[config.mk]
export PLATFORM = sky130hd
export DESIGN_NAME = draw_cmd_decoder_flat
export DESIGN_NICKNAME = d
export VERILOG_FILES = /design/src/rtl/draw_cmd_decoder_if.sv /design/src/rtl/draw_cmd_decoder.sv /design/src/flat_wrapper.sv
export SDC_FILE = /design/constraint.sdc
export NUM_CORES = 1
export LEC_CHECK = 0
export ABC_CLOCK_PERIOD_IN_PS = 5320
export CAP_MARGIN = 20
export CORE_MARGIN = 4
export CORE_UTILIZATION = 59
export CTS_BUF_LIST = sky130_fd_sc_hd__clkbuf_8
export CTS_CLUSTER_SIZE = 28
export DETAILED_ROUTE_END_ITERATION = 8
export PLACE_DENSITY_LB_ADDON = 0.3
export SETUP_SLACK_MARGIN = 0.5
export SLEW_MARGIN = 10
export SYNTH_ARGS = -nofsm -noshare
export SYNTH_HDL_FRONTEND = slang
export SYNTH_SLANG_ARGS = --single-unit
[constraint.sdc]
create_clock -name clk -period 5.32 [get_ports clk]
set_input_delay 1.064 -clock clk [delete_from_list [all_inputs] [get_ports clk]]
set_output_delay 1.064 -clock clk [all_outputs]
set_load 0.03 [all_outputs]
[src/rtl/draw_cmd_decoder_if.sv]
// Handshake bundle between host, command decoder and line engine FIFO.
// The slave side is the decoder; the master side drives host words and consumes line ops.
interface draw_cmd_decoder_if;
   logic [31:0] in_data;
   logic        in_rts;
   logic        in_rtr;
   logic [51:0] out_op;
   logic        out_rts;
   logic        out_rtr;
   logic        err;
   logic        busy;

   modport slave (
      input  in_data, in_rts, out_rtr,
      output in_rtr, out_op, out_rts, err, busy
   );

   modport master (
      output in_data, in_rts, out_rtr,
      input  in_rtr, out_op, out_rts, err, busy
   );
endinterface

[src/rtl/draw_cmd_decoder.sv]
// Assembles LINE / POLYLINE / RECT host commands and expands them into
// clamped 52-bit line ops {x1,y1,x2,y2,color} for the line engine.
module draw_cmd_decoder #(
   parameter int SCREEN_W = 640,
   parameter int SCREEN_H = 480
) (
   input logic               clk,
   input logic               rst,
   draw_cmd_decoder_if.slave bus
);
   typedef enum logic [1:0] {HDR, VTX, RECT_EMIT, DROP} state_e;

   localparam logic [9:0] X_MAX = 10'(SCREEN_W - 1);
   localparam logic [9:0] Y_MAX = 10'(SCREEN_H - 1);

   state_e      state_q, state_d;
   logic [11:0] color_q, color_d;
   logic        is_rect_q, is_rect_d;
   logic        close_q, close_d;
   logic [7:0]  cnt_q, cnt_d;
   logic        have_first_q, have_first_d;
   logic [9:0]  first_x_q, first_x_d, first_y_q, first_y_d;
   logic [9:0]  prev_x_q, prev_x_d, prev_y_q, prev_y_d;
   logic [1:0]  pend_q, pend_d;
   logic [51:0] out_op_q, out_op_d;
   logic        out_rts_q, out_rts_d;
   logic        err_q, err_d;

   logic        load_ok, in_rtr_c, acc;
   logic [9:0]  vx, vy;
   logic        unused_bits;

   function automatic logic [9:0] clamp(input logic [9:0] v, input logic [9:0] lim);
      return (v > lim) ? lim : v;
   endfunction

   assign unused_bits = ^bus.in_data[15:10];
   assign load_ok     = !out_rts_q || bus.out_rtr;
   assign vx          = clamp(bus.in_data[25:16], X_MAX);
   assign vy          = clamp(bus.in_data[9:0], Y_MAX);
   assign acc         = bus.in_rts && in_rtr_c;

   always_comb begin
      in_rtr_c = 1'b0;
      case (state_q)
         HDR:       in_rtr_c = 1'b1;
         VTX:       in_rtr_c = load_ok;
         RECT_EMIT: in_rtr_c = 1'b0;
         DROP:      in_rtr_c = 1'b1;
         default:   in_rtr_c = 1'b0;
      endcase
   end

   always_comb begin
      state_d      = state_q;
      color_d      = color_q;
      is_rect_d    = is_rect_q;
      close_d      = close_q;
      cnt_d        = cnt_q;
      have_first_d = have_first_q;
      first_x_d    = first_x_q;
      first_y_d    = first_y_q;
      prev_x_d     = prev_x_q;
      prev_y_d     = prev_y_q;
      pend_d       = pend_q;
      out_op_d     = out_op_q;
      out_rts_d    = out_rts_q && !bus.out_rtr;
      err_d        = err_q;

      case (state_q)
         HDR: begin
            if (acc) begin
               color_d      = bus.in_data[27:16];
               have_first_d = 1'b0;
               is_rect_d    = 1'b0;
               close_d      = 1'b0;
               case (bus.in_data[31:28])
                  4'd1: begin
                     cnt_d   = 8'd2;
                     state_d = VTX;
                  end
                  4'd2: begin
                     cnt_d   = bus.in_data[7:0];
                     close_d = bus.in_data[8] && (bus.in_data[7:0] >= 8'd3);
                     if (bus.in_data[7:0] >= 8'd2)
                        state_d = VTX;
                     else if (bus.in_data[7:0] == 8'd1)
                        state_d = DROP;
                  end
                  4'd3: begin
                     is_rect_d = 1'b1;
                     cnt_d     = 8'd2;
                     state_d   = VTX;
                  end
                  default: err_d = 1'b1;
               endcase
            end
         end
         VTX: begin
            if (acc) begin
               cnt_d    = cnt_q - 8'd1;
               prev_x_d = vx;
               prev_y_d = vy;
               if (!have_first_q) begin
                  have_first_d = 1'b1;
                  first_x_d    = vx;
                  first_y_d    = vy;
               end else begin
                  // A rectangle's first edge is horizontal: keep corner A's y.
                  if (is_rect_q)
                     out_op_d = {prev_x_q, prev_y_q, vx, prev_y_q, color_q};
                  else
                     out_op_d = {prev_x_q, prev_y_q, vx, vy, color_q};
                  out_rts_d = 1'b1;
                  if (cnt_q == 8'd1) begin
                     if (is_rect_q) begin
                        pend_d  = 2'd3;
                        state_d = RECT_EMIT;
                     end else if (close_q) begin
                        pend_d  = 2'd1;
                        state_d = RECT_EMIT;
                     end else begin
                        state_d = HDR;
                     end
                  end
               end
            end
         end
         RECT_EMIT: begin
            if (load_ok) begin
               out_rts_d = 1'b1;
               pend_d    = pend_q - 2'd1;
               // prev holds corner B / last vertex, first holds corner A / first vertex.
               if (!is_rect_q)
                  out_op_d = {prev_x_q, prev_y_q, first_x_q, first_y_q, color_q};
               else if (pend_q == 2'd3)
                  out_op_d = {prev_x_q, first_y_q, prev_x_q, prev_y_q, color_q};
               else if (pend_q == 2'd2)
                  out_op_d = {prev_x_q, prev_y_q, first_x_q, prev_y_q, color_q};
               else
                  out_op_d = {first_x_q, prev_y_q, first_x_q, first_y_q, color_q};
               if (pend_q == 2'd1)
                  state_d = HDR;
            end
         end
         DROP: begin
            if (acc) begin
               cnt_d = cnt_q - 8'd1;
               if (cnt_q == 8'd1)
                  state_d = HDR;
            end
         end
         default: state_d = HDR;
      endcase
   end

   always_ff @(posedge clk) begin
      if (rst) begin
         state_q      <= HDR;
         color_q      <= '0;
         is_rect_q    <= 1'b0;
         close_q      <= 1'b0;
         cnt_q        <= '0;
         have_first_q <= 1'b0;
         first_x_q    <= '0;
         first_y_q    <= '0;
         prev_x_q     <= '0;
         prev_y_q     <= '0;
         pend_q       <= '0;
         out_op_q     <= '0;
         out_rts_q    <= 1'b0;
         err_q        <= 1'b0;
      end else begin
         state_q      <= state_d;
         color_q      <= color_d;
         is_rect_q    <= is_rect_d;
         close_q      <= close_d;
         cnt_q        <= cnt_d;
         have_first_q <= have_first_d;
         first_x_q    <= first_x_d;
         first_y_q    <= first_y_d;
         prev_x_q     <= prev_x_d;
         prev_y_q     <= prev_y_d;
         pend_q       <= pend_d;
         out_op_q     <= out_op_d;
         out_rts_q    <= out_rts_d;
         err_q        <= err_d;
      end
   end

   assign bus.in_rtr  = in_rtr_c;
   assign bus.out_op  = out_op_q;
   assign bus.out_rts = out_rts_q;
   assign bus.err     = err_q;
   assign bus.busy    = (state_q != HDR) || out_rts_q;
endmodule

[src/flat_wrapper.sv]
// flat-port wrapper written by rule: the top's interface ports become plain ports
module draw_cmd_decoder_flat 
#(
   parameter int SCREEN_W = 640,
   parameter int SCREEN_H = 480
)
  (clk, rst, bus_in_data, bus_in_rts, bus_out_rtr, bus_in_rtr, bus_out_op, bus_out_rts, bus_err, bus_busy);
  draw_cmd_decoder_if bus_i ();
  input logic clk;
  input logic rst;
  input wire logic [$bits(bus_i.in_data)-1:0] bus_in_data;
  input wire logic [$bits(bus_i.in_rts)-1:0] bus_in_rts;
  input wire logic [$bits(bus_i.out_rtr)-1:0] bus_out_rtr;
  output wire logic [$bits(bus_i.in_rtr)-1:0] bus_in_rtr;
  output wire logic [$bits(bus_i.out_op)-1:0] bus_out_op;
  output wire logic [$bits(bus_i.out_rts)-1:0] bus_out_rts;
  output wire logic [$bits(bus_i.err)-1:0] bus_err;
  output wire logic [$bits(bus_i.busy)-1:0] bus_busy;
  assign bus_i.in_data = bus_in_data;
  assign bus_i.in_rts = bus_in_rts;
  assign bus_i.out_rtr = bus_out_rtr;
  assign bus_in_rtr = bus_i.in_rtr;
  assign bus_out_op = bus_i.out_op;
  assign bus_out_rts = bus_i.out_rts;
  assign bus_err = bus_i.err;
  assign bus_busy = bus_i.busy;
  draw_cmd_decoder #(.SCREEN_W(SCREEN_W), .SCREEN_H(SCREEN_H)) u_core (.clk(clk), .rst(rst), .bus(bus_i));
endmodule
==> results of run 1 <==
[synthesized netlist by cell type, types with 9 or more instances]
cell type | number | share of area, %
dfxtp_1 | 121 | 45
nor2_1 | 101 | 7.1
nand2_1 | 99 | 6.9
a211oi_1 | 54 | 7.6
a21oi_1 | 54 | 5.0
clkbuf_1 | 40 | 2.8
mux2i_1 | 27 | 5.0
nand3_1 | 20 | 1.9
o21ai_0 | 14 | 1.3
ha_1 | 9 | 2.1
inv_1 | 9 | 0.63
[worst register-to-register path, stage by stage (launching register included)]
cell,delay [ns]
dfxtp_1,0.36
inv_1,0.09
ha_1,0.31
a21oi_1,0.26
o21a_2,0.69
buf_4,0.49
nor2_1,0.08
a311oi_1,0.27
[layer usage]
| metal | routed length [um] | share of wire [%] |
|---|---|---|
| met5 | 0 | 0 |
| met3 | 879 | 6.3 |
| met4 | 224 | 1.6 |
| met2 | 6710 | 48 |
| met1 | 6090 | 44 |
[sequential cells by signal, indices dropped and copies added, names as in the netlist]
name	count
u_core.first_y_q	10
u_core.first_x_q	10
u_core.prev_y_q	10
u_core.bus.out_rts	1
u_core.cnt_q	8
u_core.pend_q	2
u_core.have_first_q	1
u_core.state_q	2
u_core.prev_x_q	10
u_core.bus.out_op	52
u_core.color_q	12
u_core.close_q	1
u_core.bus.err	1
u_core.is_rect_q	1
[stage by stage]
stage,area [sq um],std cells
global route,6630,833
global placement,6190,800
detailed placement,6190,800
finish,6630,833
CTS,6600,832
floorplan,5360,650
[cell type report]
| cell class | instances | area (sq um) |
|---|---|---|
| tap | 108 | 135 |
| multi-input combinational | 472 | 2710 |
| timing repair buffer | 91 | 913 |
| clock inverter | 13 | 153 |
| sequential | 121 | 2420 |
| fill | 607 | 2130 |
| inverter | 9 | 33.8 |
| clock buffer | 19 | 262 |
[power groups by stage]
| stage | combinational (mW) | clock, mW | sequential, mW |
|---|---|---|---|
| 2_1_floorplan | 0.275 | 0 | 1.14 |
| 3_3_place_gp | 0.522 | 0 | 1.06 |
| 3_5_place_dp | 0.539 | 0 | 1.06 |
| 4_1_cts | 0.544 | 0.860 | 1.04 |
| 5_1_grt | 0.597 | 0.902 | 1.05 |
| 6_report | 0.549 | 0.854 | 1.04 |
[cell families (layout without fill, tap and decap cells)]
group | after synthesis | count (layout) | synth area share, %
simple gates | 262 | 262 | 21.3
compound gates | 170 | 170 | 21.4
flops | 121 | 121 | 45.2
buf+inv | 57 | 132 | 4.14
mux | 29 | 29 | 5.47
fa+ha+maj | 9 | 9 | 2.10
xor+xnor | 2 | 2 | 0.327
[worst max-delay path by stage]
stage                           start    endpoint  slack [ns]  cells past startpoint
after floorplan           bus_out_rtr  bus_in_rtr        2.76                      2
after detailed placement  bus_out_rtr  bus_in_rtr        1.77                      4
after global routing      bus_out_rtr  bus_in_rtr        1.70                      4
after CTS                 bus_out_rtr  bus_in_rtr        1.76                      4
final                     bus_out_rtr  bus_in_rtr        1.76                      4
after global placement    bus_out_rtr  bus_in_rtr        1.77                      4
[placed cells by master (no fill, tap or decap), types with 7 or more instances in the layout]
cell               n
inv_1             11
nand2_1           99
clkbuf_8          19
nor3_1             7
a22oi_1            7
ha_1               9
nor2_1           101
a211oi_1          54
nand3_1           20
a21oi_1           54
clkdlybuf4s50_1   84
dfxtp_1          121
o311ai_0           7
o21ai_0           14
mux2i_1           27
a221oi_1           7
==> flow_summary_export.csv, run 1 <==
group,metric,value,unit
timing,worst_pin_slew,1.04,ns
setup_path,cpMostUsedCell,"clkdlybuf4s50_1",
logic_synthesis,netlist_instances,650,
power_and_ir_drop,swShare,31.0,%
setup_path,start_kind,"input pin",
clock_tree,ctsResizeCount,0,
min_path,holdPathEnd,"u_core.bus.out_op[1]",
placement,post-dp-hpwl,9190,um
logic_synthesis,yosysWarningCount,0,
routing,drc,0,
logic_synthesis,syn_area_per_cell,8.24,sq um
power_and_ir_drop,net-switching-power,0.757,mW
routing,wire_per_inst,16.7,um
power_and_ir_drop,leakage,2.28,nW
job,cap_violations,0,
setup_path,end_kind,"output pin",
clock_tree,cts_hold_buf,0,
logic_synthesis,syn_nets,695,
status,status,"finished, final reports clean",
setup_path,reg2reg_to,"u_core.bus.out_op[16]",
setup_path,required,4.26,ns
global_routing,grtUsageMet3,5.57,%
placement,routabilityCongestion,0.899,
clock_tree,cts-root-buf,"clkbuf_8",
setup_path,r2r-start,"u_core.state_q[1]",
layout,antenna_cells,0,
timing,fin_crit,3.56,ns
timing,setup_viol,0,
logic_synthesis,ys_ff_latch,121,
setup_path,path_buf_inv,2,
global_routing,use_met1,36.2,%
global_routing,grt_busiest_layer,"met2",
global_routing,antenna_found_initial,0,
routing,ant_nets,0,
die,core_area,8760,sq um
setup_path,crit_slowest_cell,"clkdlybuf4s50_1",
min_path,whs_path_depth,2,
global_routing,grt_pass1_vias,4573,
power_and_ir_drop,clkPwrFrac,34.9,%
timing,hold_ws,0.456,ns
global_routing,grt_pass1_wl,22100,um
power_and_ir_drop,pwr-share-comb,22.4,%
routing,dr.pass1.iters,5,
routing,vias,5059,
timing,hold_violations,0,
clock_tree,cts_tree,"yes",
global_routing,globalRoute.totalOverflow,0,
die,start_util,61.1,%
clock_tree,path_clk_slew,0.07,ns
routing,via_per_inst,6.07,
layout,drive_gt1_share,6.90,%
logic_synthesis,yosysSeqAreaShare,45.2,%
timing,setup_ws,1.76,ns
power_and_ir_drop,internal-power,1.69,mW
global_routing,grt_usage,26.5,%
min_path,hold_class,"reg2reg",
setup_path,crit_fanout,3,
min_path,hp-start,"u_core.bus.out_op[1]",
die,ios,92,
timing,rsz0062_at_grt,"no",
layout,nNetsFinal,757,
timing,finalCritPeriodShare,66.9,%
clock_tree,clock_sinks,121,
clock_tree,clockBufferDepth,2,
die,fp.dieH,103,um
setup_path,critPathArrivalTime,2.50,ns
power_and_ir_drop,max-vdd-ir-drop,0.165,mV
power_and_ir_drop,power,2.45,mW
routing,wirelength,13900,um
logic_synthesis,syn-cell-area,5360,sq um
placement,dp_slack,1.77,ns
timing,drv_slew,0,
setup_path,critPathMaxStageDelay,0.67,ns
timing,tns,0,ns
placement,portBuffers,85,
global_routing,met2_usage,40.9,%
timing,fin_skew,0.00997,ns
clock_tree,numCtsBuffers,17,
layout,fin_util,75.7,%
die,rows,34,
timing,relSlewSlack,30.8,%
clock_tree,clk_latency,0.44,ns
logic_synthesis,synth-edff-count,0,
setup_path,path_class,"in2out",
logic_synthesis,ys.flop_type,"dfxtp_1",
global_routing,grt_max_degree,123,
die,chipWidth,103,um
logic_synthesis,async_flop_share,0,%
timing,fmax,0.281,GHz
routing,drt_iter0_markers,421,
setup_path,reg2reg_depth,7,
logic_synthesis,synth_cell_types,50,
setup_path,reg2reg_slack,2.69,ns
power_and_ir_drop,pwr-share-seq,42.6,%
setup_path,cp_cell_sequence,"clkdlybuf4s50_1 > nand3b_1 > and2_1 > clkdlybuf4s50_1",
power_and_ir_drop,p_per_area,369,nW/um^2
setup_path,cp_top_family,"buffers and inverters",
die,dieArea,10700,sq um
layout,syn_to_final_growth,23.8,%
clock_tree,post_cts_buffers,0,
clock_tree,cts_htree_levels,4,
No activity file was read; power rests on OpenSTA's default activity.
==> run 2: changes to the inputs <==
--- a/config.mk
+++ b/config.mk
@@ -5,10 +5,10 @@
 export SDC_FILE = /design/constraint.sdc
 export NUM_CORES = 1
 export LEC_CHECK = 0
-export ABC_CLOCK_PERIOD_IN_PS = 5320
+export ABC_CLOCK_PERIOD_IN_PS = 3100
 export CAP_MARGIN = 20
 export CORE_MARGIN = 4
-export CORE_UTILIZATION = 59
+export CORE_UTILIZATION = 50
 export CTS_BUF_LIST = sky130_fd_sc_hd__clkbuf_8
 export CTS_CLUSTER_SIZE = 28
 export DETAILED_ROUTE_END_ITERATION = 8
==> constraint.sdc (replaced) <==
create_clock -name clk -period 3.1 [get_ports clk]
set_input_delay 0.62 -clock clk [delete_from_list [all_inputs] [get_ports clk]]
set_output_delay 0.62 -clock clk [all_outputs]
set_load 0.03 [all_outputs]
==> run 2 against run 1 <==
Against the previous run:
- wire length decreased by 3.8%
- final cell count increased by 3.7%
- cell area increased by 0.66%
- first-iteration DRC count decreased by 16%
- critical path type is now reg2out
- largest power group unchanged
==> flow_summary_export.csv, run 2 (synthesis gave the netlist of run 1 again) <==
group,metric,value,unit
status,status,"finished, final reports clean",
power_and_ir_drop,max-vdd-ir-drop,0.276,mV
setup_path,critPathMaxStageDelay,0.37,ns
timing,hold_ws,0.456,ns
min_path,whs_path_depth,2,
die,dieArea,12400,sq um
timing,hold_violations,0,
clock_tree,cts_hold_buf,0,
timing,relSlewSlack,43.1,%
routing,top_layer,"met4",
routing,wirelength,13400,um
die,ios,92,
timing,fin_skew,0.00974,ns
routing,drc,0,
routing,via_per_inst,5.62,
routing,vias,4858,
global_routing,grt_pass1_vias,4634,
placement,placed_area,6300,sq um
die,core_area,10400,sq um
routing,dr_wl_met2,6300,um
min_path,holdPathEnd,"u_core.bus.out_op[2]",
clock_tree,cts_tree,"yes",
placement,routabilityCongestion,0.802,
setup_path,end_kind,"output pin",
routing,drt-met1-wl,6030,um
setup_path,start_kind,"register",
setup_path,critPathArrivalTime,1.73,ns
setup_path,reg2reg_slack,0.80,ns
die,chipWidth,111,um
power_and_ir_drop,p_per_area,610,nW/um^2
timing,setup_viol,0,
global_routing,grt_pass1_wl,22400,um
timing,tns,0,ns
layout,largest_reg_flops,52,
setup_path,path_class,"reg2out",
routing,dr.pass1.iters,5,
layout,antenna_cells,0,
global_routing,antenna_found_initial,0,
timing,fmax,0.426,GHz
clock_tree,clk_latency,0.42,ns
min_path,hold_class,"reg2reg",
min_path,hp-start,"u_core.color_q[2]",
global_routing,globalRoute.totalOverflow,0,
setup_path,crit_slowest_cell,"dfxtp_1",
setup_path,reg2reg_to,"u_core.state_q[1]",
routing,wl_met3,880,um
clock_tree,clockBufferDepth,2,
layout,nNetsFinal,761,
global_routing,grt_usage,21.6,%
layout,final_cell_mix,"dfxtp_1 (121), nor2_1 (101), nand2_1 (99)",
die,rows,37,
timing,worst_pin_slew,0.852,ns
setup_path,required,2.48,ns
timing,rsz0062_at_grt,"no",
power_and_ir_drop,leakage,2.29,nW
clock_tree,cts_htree_levels,4,
layout,drive_gt1_share,7.69,%
clock_tree,clock_sinks,121,
clock_tree,cts-root-buf,"clkbuf_8",
setup_path,crit_fanout,5,
job,cap_violations,0,
global_routing,grt_max_degree,70,
routing,ant_nets,0,
layout,fin_util,64.4,%
timing,finalCritPeriodShare,75.7,%
layout,layout_commonest_cell,"dfxtp_1",
layout,syn_to_final_growth,24.6,%
clock_tree,numCtsBuffers,17,
clock_tree,path_clk_slew,0.07,ns
placement,post-dp-hpwl,9230,um
timing,drv_slew,0,
power_and_ir_drop,power,4.07,mW
die,start_util,51.6,%
layout,final_area,6680,sq um
setup_path,cp_cell_sequence,"inv_1 > ha_1 > nand2b_1 > and2_1 > clkbuf_2",
timing,fin_crit,2.35,ns
setup_path,r2r-start,"u_core.state_q[0]",
routing,drt_iter0_markers,353,
die,fp.dieH,111,um
setup_path,reg2reg_depth,7,
placement,portBuffers,85,
routing,wire_per_inst,15.5,um
[run 2: cell types whose count changed in the layout (fill, tap and decap cells not counted), sizes merged]
cell           change
buf                +4
inv                -2
clkdlybuf4s50      -2
bufinv             -1
clkinvlp           +1
dlygate4sd2        +1
clkinv             +2
[run 2: cell type report]
| cell class | count | area [sq um] |
|---|---|---|
| Clock buffer | 18 | 248 |
| Clock inverter | 13 | 131 |
| Fill cell | 902 | 3690 |
| Inverter | 9 | 33.8 |
| Multi-Input combinational cell | 472 | 2720 |
| Sequential cell | 121 | 2420 |
| Tap cell | 136 | 170 |
| Timing Repair Buffer | 95 | 955 |
[run 2: worst max-delay path, delay by kind of cell (launching register included)]
| family | cells | cell delay (ns) |
|---|---|---|
| AND/OR/NAND/NOR | 2 | 0.29 |
| adder cells (fa/ha/maj) | 1 | 0.36 |
| buffers and inverters | 2 | 0.30 |
| flip-flops | 1 | 0.37 |
[run 2: stage by stage]
stage          setup WS [ns]  std cells
2_1_floorplan           1.03        650
3_3_place_gp           0.428        833
3_5_place_dp           0.411        833
4_1_cts                0.551        864
5_1_grt                0.625        864
6_report               0.754        864
[run 2: power breakdown]
part           switching, mW  total, mW  internal [mW]
Combinational          0.564      0.947          0.383
Clock                  0.618       1.34          0.723
Sequential            0.0895       1.79           1.70
[run 2: worst max-delay path by stage]
stage	from	slack [ns]	endpoint
finish	u_core.state_q[0]	0.75	bus_in_rtr
global placement	bus_out_rtr	0.43	bus_in_rtr
global route	u_core.state_q[0]	0.63	bus_in_rtr
floorplan	bus_in_data[5]	1.03	u_core.state_q[1]
CTS	u_core.state_q[0]	0.55	bus_in_rtr
detailed placement	bus_out_rtr	0.41	bus_in_rtr
[run 2: what timing repair did]
action                                  4_1_cts  5_1_grt
gates resized for setup                       3        2
endpoints found under the setup margin        2        1
buffers inserted                              0        0
[run 2: routing by layer]
metal	global-route usage [%]	vias up
met1	29.6	2231
met4	6.08	0
met3	4.51	16
met5	0	-
met2	34.6	173
li1	-	2438
==> variant 1, RTL diff (flow settings as in run 1) <==
The 4 states of `state_e` get a Gray code encoding in 2 bits.
--- a/src/rtl/draw_cmd_decoder.sv
+++ b/src/rtl/draw_cmd_decoder.sv
@@ -10,3 +10,3 @@
 );
-   typedef enum logic [1:0] {HDR, VTX, RECT_EMIT, DROP} state_e;
+   typedef enum logic [1:0] {HDR = 2'b00, VTX = 2'b01, RECT_EMIT = 2'b11, DROP = 2'b10} state_e;
 
Formal check against the unedited RTL: no difference found for any inputs over 4 cycles, from zero or initial values and one cycle with rst high; so few cycles prove little.
==> variant 1 against run 1 <==
- count of clock-buffer cells in the layout down 1
- final area up 0.51%
- setup slack worse by 0.063 ns
- sequential cell count unchanged
- power down 0.64%
- area after synthesis up 1.2%
- combinational power down 14%
- utilization down 0.35 points
- non-clock buffer count unchanged
- wire length down 0.73%
- fmax down 1.7%
- via count down 2.9%
- critical path type unchanged
- critical endpoint unchanged
- largest power group unchanged
==> variant 1: results (changes against run 1) <==
Clock tree
  – Number of buffers added for setup after CTS: 0 (unchanged)
  – H-tree depth reported by CTS: 4 (unchanged)
  – Root buffer cell: sky130_fd_sc_hd__clkbuf_8
  – Clock latency on the worst-skew pair: 0.43 ns
  – TritonCTS buffer count: 17 (unchanged)
  – Number of buffers on the longest clock path: 2 (unchanged)
  – Post-CTS resize count: 0 (unchanged)
  – Worst-path clk slew: 0.07 ns (about the same)

Layout
  – Number of fill cells: 654 (+7.7%)
  – Number of flip-flops in the largest register: 52 (unchanged)
  – Total number of nets in the final design: 741 (-2.1%)
  – Inserted Diodes: 0 (unchanged)
  – Proportion of layout cells with a drive suffix above 1: 7.21% (+0.32 points)

Timing
  – Final clock skew: 0.0146 ns (+0.00460 ns)
  – Rel. slew slack: 42.4% (+12 points)

Global route
  – Vias in the first global route: 4,609 (+0.79%)
  – Number of antenna violations at the first check in global routing: 0 (unchanged)
  – Largest net degree at the start of global routing: 85 (-31%)
  – GRT Util Overall: 25.3% (-1.1 points)
  – First-pass GRT wire length: 22,800 um (+3.1%)

Place
  – Placed Area: 6210 um^2 (+0.32%)
  – Post-Place Setup Slack: 1.74 ns (-0.0331 ns)
  – Port Buf Inserts: 85 (unchanged)
  – DP HPWL: 9150 um (-0.49%)
  – Placer Congestion: 0.878 (-2.4%)

Route
  – Avg Vias per Cell: 6.03 (-0.76%)
  – Initial detailed-routing violation count: 393 (-6.7%)
  – First drt pass iteration count: 5 (unchanged)
  – Routed wirelength normalized by instance count: 16.9 um (+1.5%)

Synth
  – Syn Nets: 679 (-2.3%)
  – Fraction of registers with async set/reset: 0% (unchanged)
  – Count of unique library cells instantiated by Yosys: 57 (+14%)
  – Most common library cells after synthesis: 121 x sky130_fd_sc_hd__dfxtp_1, 121 x sky130_fd_sc_hd__nor2_1, 69 x sky130_fd_sc_hd__nand2_1, 56 x sky130_fd_sc_hd__a211oi_1, 37 x sky130_fd_sc_hd__a21oi_1
  – Cell types with the largest area share after synthesis: sky130_fd_sc_hd__dfxtp_1 45%, sky130_fd_sc_hd__nor2_1 8.4%, sky130_fd_sc_hd__a211oi_1 7.8%, sky130_fd_sc_hd__mux2i_1 6.6%, sky130_fd_sc_hd__nand2_1 4.8%
  – Portion of the post-synthesis area used by sequential elements: 44.7% (-0.54 points)
  – Number of warnings issued by yosys: 0 (unchanged)

Setup path
  – Slowest-stage cell, CP: sky130_fd_sc_hd__clkdlybuf4s50_1
  – Arrival @ worst endpoint: 2.56 ns (+0.06 ns)
  – Worst path max stage delay: 0.67 ns (about the same)
  – Critical-path maximum fanout: 4 (+1)

Worst hold path
  – Hold/Removal Path Class: reg -> reg

Power
  – Leak: 2.28 nW (-0.28%)
  – IR drop worst, VDD: 0.000301 V (+83%)

Run status
  – Result of the run: completed
variant 1: cell types whose count changed after synthesis, sizes merged, moves of 5 or more:
cell / change
mux2i: +9
a21oi: -15
nor3: +7
buf: +16
nor2: +20
clkbuf: -16
o311ai: -5
a311oi: +10
nand2: -30
nand3: -10
variant 1: cell type report:
| class | instances | share of cell area (%) |
|---|---|---|
| tap | 108 | 2.03 |
| clock buffer | 18 | 3.72 |
| clock inverter | 13 | 2.89 |
| sequential | 121 | 36.3 |
| inverter | 9 | 0.507 |
| timing repair buffer | 91 | 13.5 |
| multi-input combinational | 455 | 41.0 |
variant 1: path summary, 6_finish.rpt:
| check | startpoint | endpoint | slack, ns | depth (start not counted) |
|---|---|---|---|---|
| max | bus_out_rtr | bus_in_rtr | 1.70 | 4 |
| max reg2reg | u_core.state_q[0]$_SDFFE_PP0P_ | u_core.bus.out_op[12]$_SDFFE_PP0P_ | 2.74 | 7 |
| min reg2reg | u_core.bus.out_op[5]$_SDFFE_PP0P_ | u_core.bus.out_op[5]$_SDFFE_PP0P_ | 0.46 | 2 |
| min | u_core.bus.out_op[5]$_SDFFE_PP0P_ | u_core.bus.out_op[5]$_SDFFE_PP0P_ | 0.46 | 2 |
variant 1: per-stage QoR:
step	util (%)	std cells	power (mW)	hold slack [ns]
finish	75.3	815	2.43	0.458
global placement	70.2	783	1.51	0.441
detailed placement	70.2	783	1.53	0.444
global route	75.3	815	2.54	0.481
floorplan	-	633	1.40	0.431
CTS	75.2	814	2.43	0.460
variant 1: critical path: cells and delay by family:
| kind | cells | cell delay, ns |
|---|---|---|
| buf+inv | 2 | 1.15 |
| simple gates | 1 | 0.18 |
| compound gates | 1 | 0.17 |
variant 1: cell families (layout without fill, tap and decap cells):
family          after synthesis  in the layout  synth area share [%]
simple gates                245            245                  20.0
compound gates              161            161                  20.8
flops                       121            121                  44.7
buf+inv                      57            131                  4.92
mux                          37             37                  6.93
fa+ha+maj                    10             10                  2.31
xor+xnor                      2              2                 0.323
variant 1: report_power, final:
group          total (mW)  leakage, nW  internal [mW]  switching (mW)
registers            1.05        0.980          0.984          0.0621
clock network       0.909        0.216          0.526           0.384
logic               0.474         1.08          0.189           0.285
total                2.43         2.28           1.70           0.731
variant 1: routing by layer:
metal	GRT usage (%)	vias to the layer above	wire, um
li1	-	2385	-
met1	33.9	2304	6180
met2	41.1	204	6530
met3	6.22	19	913
met4	6.55	0	174
met5	0	-	0
==> variant 2, RTL diff (settings of run 1) <==
Without the edit above. `SCREEN_H` is set to 480 in 2 places; all go to 256.
--- a/src/rtl/draw_cmd_decoder.sv
+++ b/src/rtl/draw_cmd_decoder.sv
@@ -4,3 +4,3 @@
    parameter int SCREEN_W = 640,
-   parameter int SCREEN_H = 480
+   parameter int SCREEN_H = 256
 ) (
--- a/src/flat_wrapper.sv
+++ b/src/flat_wrapper.sv
@@ -4,3 +4,3 @@
    parameter int SCREEN_W = 640,
-   parameter int SCREEN_H = 480
+   parameter int SCREEN_H = 256
 )
Formal check against the unedited RTL: not equivalent (Yosys sat finds a counterexample within 4 cycles, from zero or initial values and one cycle with rst high).
==> variant 2 against run 1 <==
- setup slack worse by 0.14 ns
- final cell count is 1.9% lower
- area after synthesis is 0.63% lower
- final area is 0.23% higher
- power is 3.4% lower
- non-clock buffer count is 1 lower
- sequential cell count stayed put
- fmax is 3.7% lower
- wire length is 1.3% higher
- critical endpoint unchanged
- largest power group unchanged
==> variant 2: results (changes against run 1) <==
Synth
  – Number of warnings issued by yosys: 0 (unchanged)
  – Count of unique library cells instantiated by Yosys: 54 (+8.0%)
  – Syn Nets: 678 (-2.4%)
  – Most common library cells after synthesis: 121 x sky130_fd_sc_hd__dfxtp_1, 89 x sky130_fd_sc_hd__nand2_1, 88 x sky130_fd_sc_hd__nor2_1, 56 x sky130_fd_sc_hd__a211oi_1, 51 x sky130_fd_sc_hd__a21oi_1
  – Number of standard cells after synthesis: 633 (-2.6%)
  – Portion of the post-synthesis area used by sequential elements: 45.5% (+0.29 points)
  – Cell types with the largest area share after synthesis: sky130_fd_sc_hd__dfxtp_1 46%, sky130_fd_sc_hd__a211oi_1 7.9%, sky130_fd_sc_hd__nand2_1 6.3%, sky130_fd_sc_hd__nor2_1 6.2%, sky130_fd_sc_hd__mux2i_1 6.0%

Global route
  – GRT Util Overall: 26.9% (+0.45 points)
  – Largest net degree at the start of global routing: 62 (-50%)
  – Vias in the first global route: 4,700 (+2.8%)
  – First-pass GRT wire length: 22,400 um (+1.6%)

Place
  – DP HPWL: 8990 um (-2.2%)
  – Post-Place Setup Slack: 1.66 ns (-0.109 ns)
  – Placed Instances: 784 (-2.0%)
  – Placed Area: 6150 um^2 (-0.57%)
  – Placer Congestion: 0.919 (+2.2%)

Layout
  – Number of fill cells: 648 (+6.8%)
  – Number of flip-flops in the largest register: 52 (unchanged)
  – Proportion of layout cells with a drive suffix above 1: 6.91% (+0.015 points)
  – Non-filler instance count after layout: 817 (-1.9%)
  – Total number of nets in the final design: 741 (-2.1%)

Run status
  – Result of the run: completed

Setup path
  – Critical-path maximum fanout: 4 (+1)
  – Worst path max stage delay: 0.68 ns
  – Setup slack of the worst register-to-register path: 2.38 ns (-0.31 ns)

Route
  – Initial detailed-routing violation count: 386 (-8.3%)
  – Vias post-DR: 4,960 (-2.0%)
  – Routed wire length: 14,100 um (+1.3%)
  – First drt pass iteration count: 5 (unchanged)

Power
  – Fraction of power spent switching nets: 27.9% (-3.1 points)
  – IR drop worst, VDD: 0.000260 V (+58%)
  – Leak: 2.30 nW (+0.75%)

Clock tree
  – Number of buffers on the longest clock path: 2 (unchanged)
  – Count of hold-fix buffers inserted at cts: 0 (unchanged)

Timing
  – Final clock skew: 0.0103 ns (+0.000352 ns)
  – Rel. slew slack: 27.4% (-3.4 points)
  – Worst slack on hold paths: 0.455 ns (-0.00145 ns)
  – Post-layout worst setup margin: 1.63 ns (-0.135 ns)
## variant 2: per-layer routing
| layer | GRT usage (%) | routed length, um | vias up | part of all wire (%) |
|---|---|---|---|---|
| li1 | - | - | 2396 | - |
| met1 | 35.4 | 5950 | 2310 | 42 |
| met2 | 43.2 | 6780 | 229 | 48 |
| met3 | 6.63 | 1150 | 25 | 8.1 |
| met4 | 9.56 | 189 | 0 | 1.3 |
| met5 | 0 | 0 | - | 0 |
## variant 2: cell families after synthesis
logic type / Yosys count / share of synthesized area [%]
fa+ha+maj: 9 / 2.12
flops: 121 / 45.5
mux: 32 / 6.02
simple gates: 245 / 20.2
compound gates: 168 / 21.7
buf+inv: 58 / 4.42
## variant 2: tightest hold or removal path, cell delays in order, from the launching register on
cell,delay [ns]
sky130_fd_sc_hd__dfxtp_1,0.32
sky130_fd_sc_hd__nand2_1,0.05
sky130_fd_sc_hd__a21oi_1,0.05
## variant 2: power groups by stage
stage | registers, mW | clock network [mW] | logic [mW]
2_1_floorplan | 1.07 | 0 | 0.194
3_3_place_gp | 1.02 | 0 | 0.374
3_5_place_dp | 1.02 | 0 | 0.382
4_1_cts | 1.00 | 0.980 | 0.385
5_1_grt | 1.01 | 1.02 | 0.420
6_report | 1.00 | 0.973 | 0.388
## variant 2: area by class of cell
cell class / count / area (um^2) / area share (%)
Timing Repair Buffer: 90 / 893 / 13.4
Clock buffer: 19 / 262 / 3.93
Sequential cell: 121 / 2420 / 36.4
Multi-Input combinational cell: 454 / 2670 / 40.2
Inverter: 12 / 45.0 / 0.678
Tap cell: 108 / 135 / 2.03
Clock inverter: 13 / 215 / 3.24
## variant 2: path summary, 6_finish.rpt
| path | startpoint | to | cells after the start |
|---|---|---|---|
| worst min register to register | u_core.color_q[3]$_SDFFE_PP0P_ | u_core.bus.out_op[3]$_SDFFE_PP0P_ | 2 |
| worst min-delay path | u_core.color_q[3]$_SDFFE_PP0P_ | u_core.bus.out_op[3]$_SDFFE_PP0P_ | 2 |
| worst max register to register | u_core.state_q[0]$_SDFFE_PP0P_ | u_core.bus.out_op[50]$_SDFFE_PP0P_ | 6 |
| worst max-delay path | bus_out_rtr | bus_in_rtr | 4 |
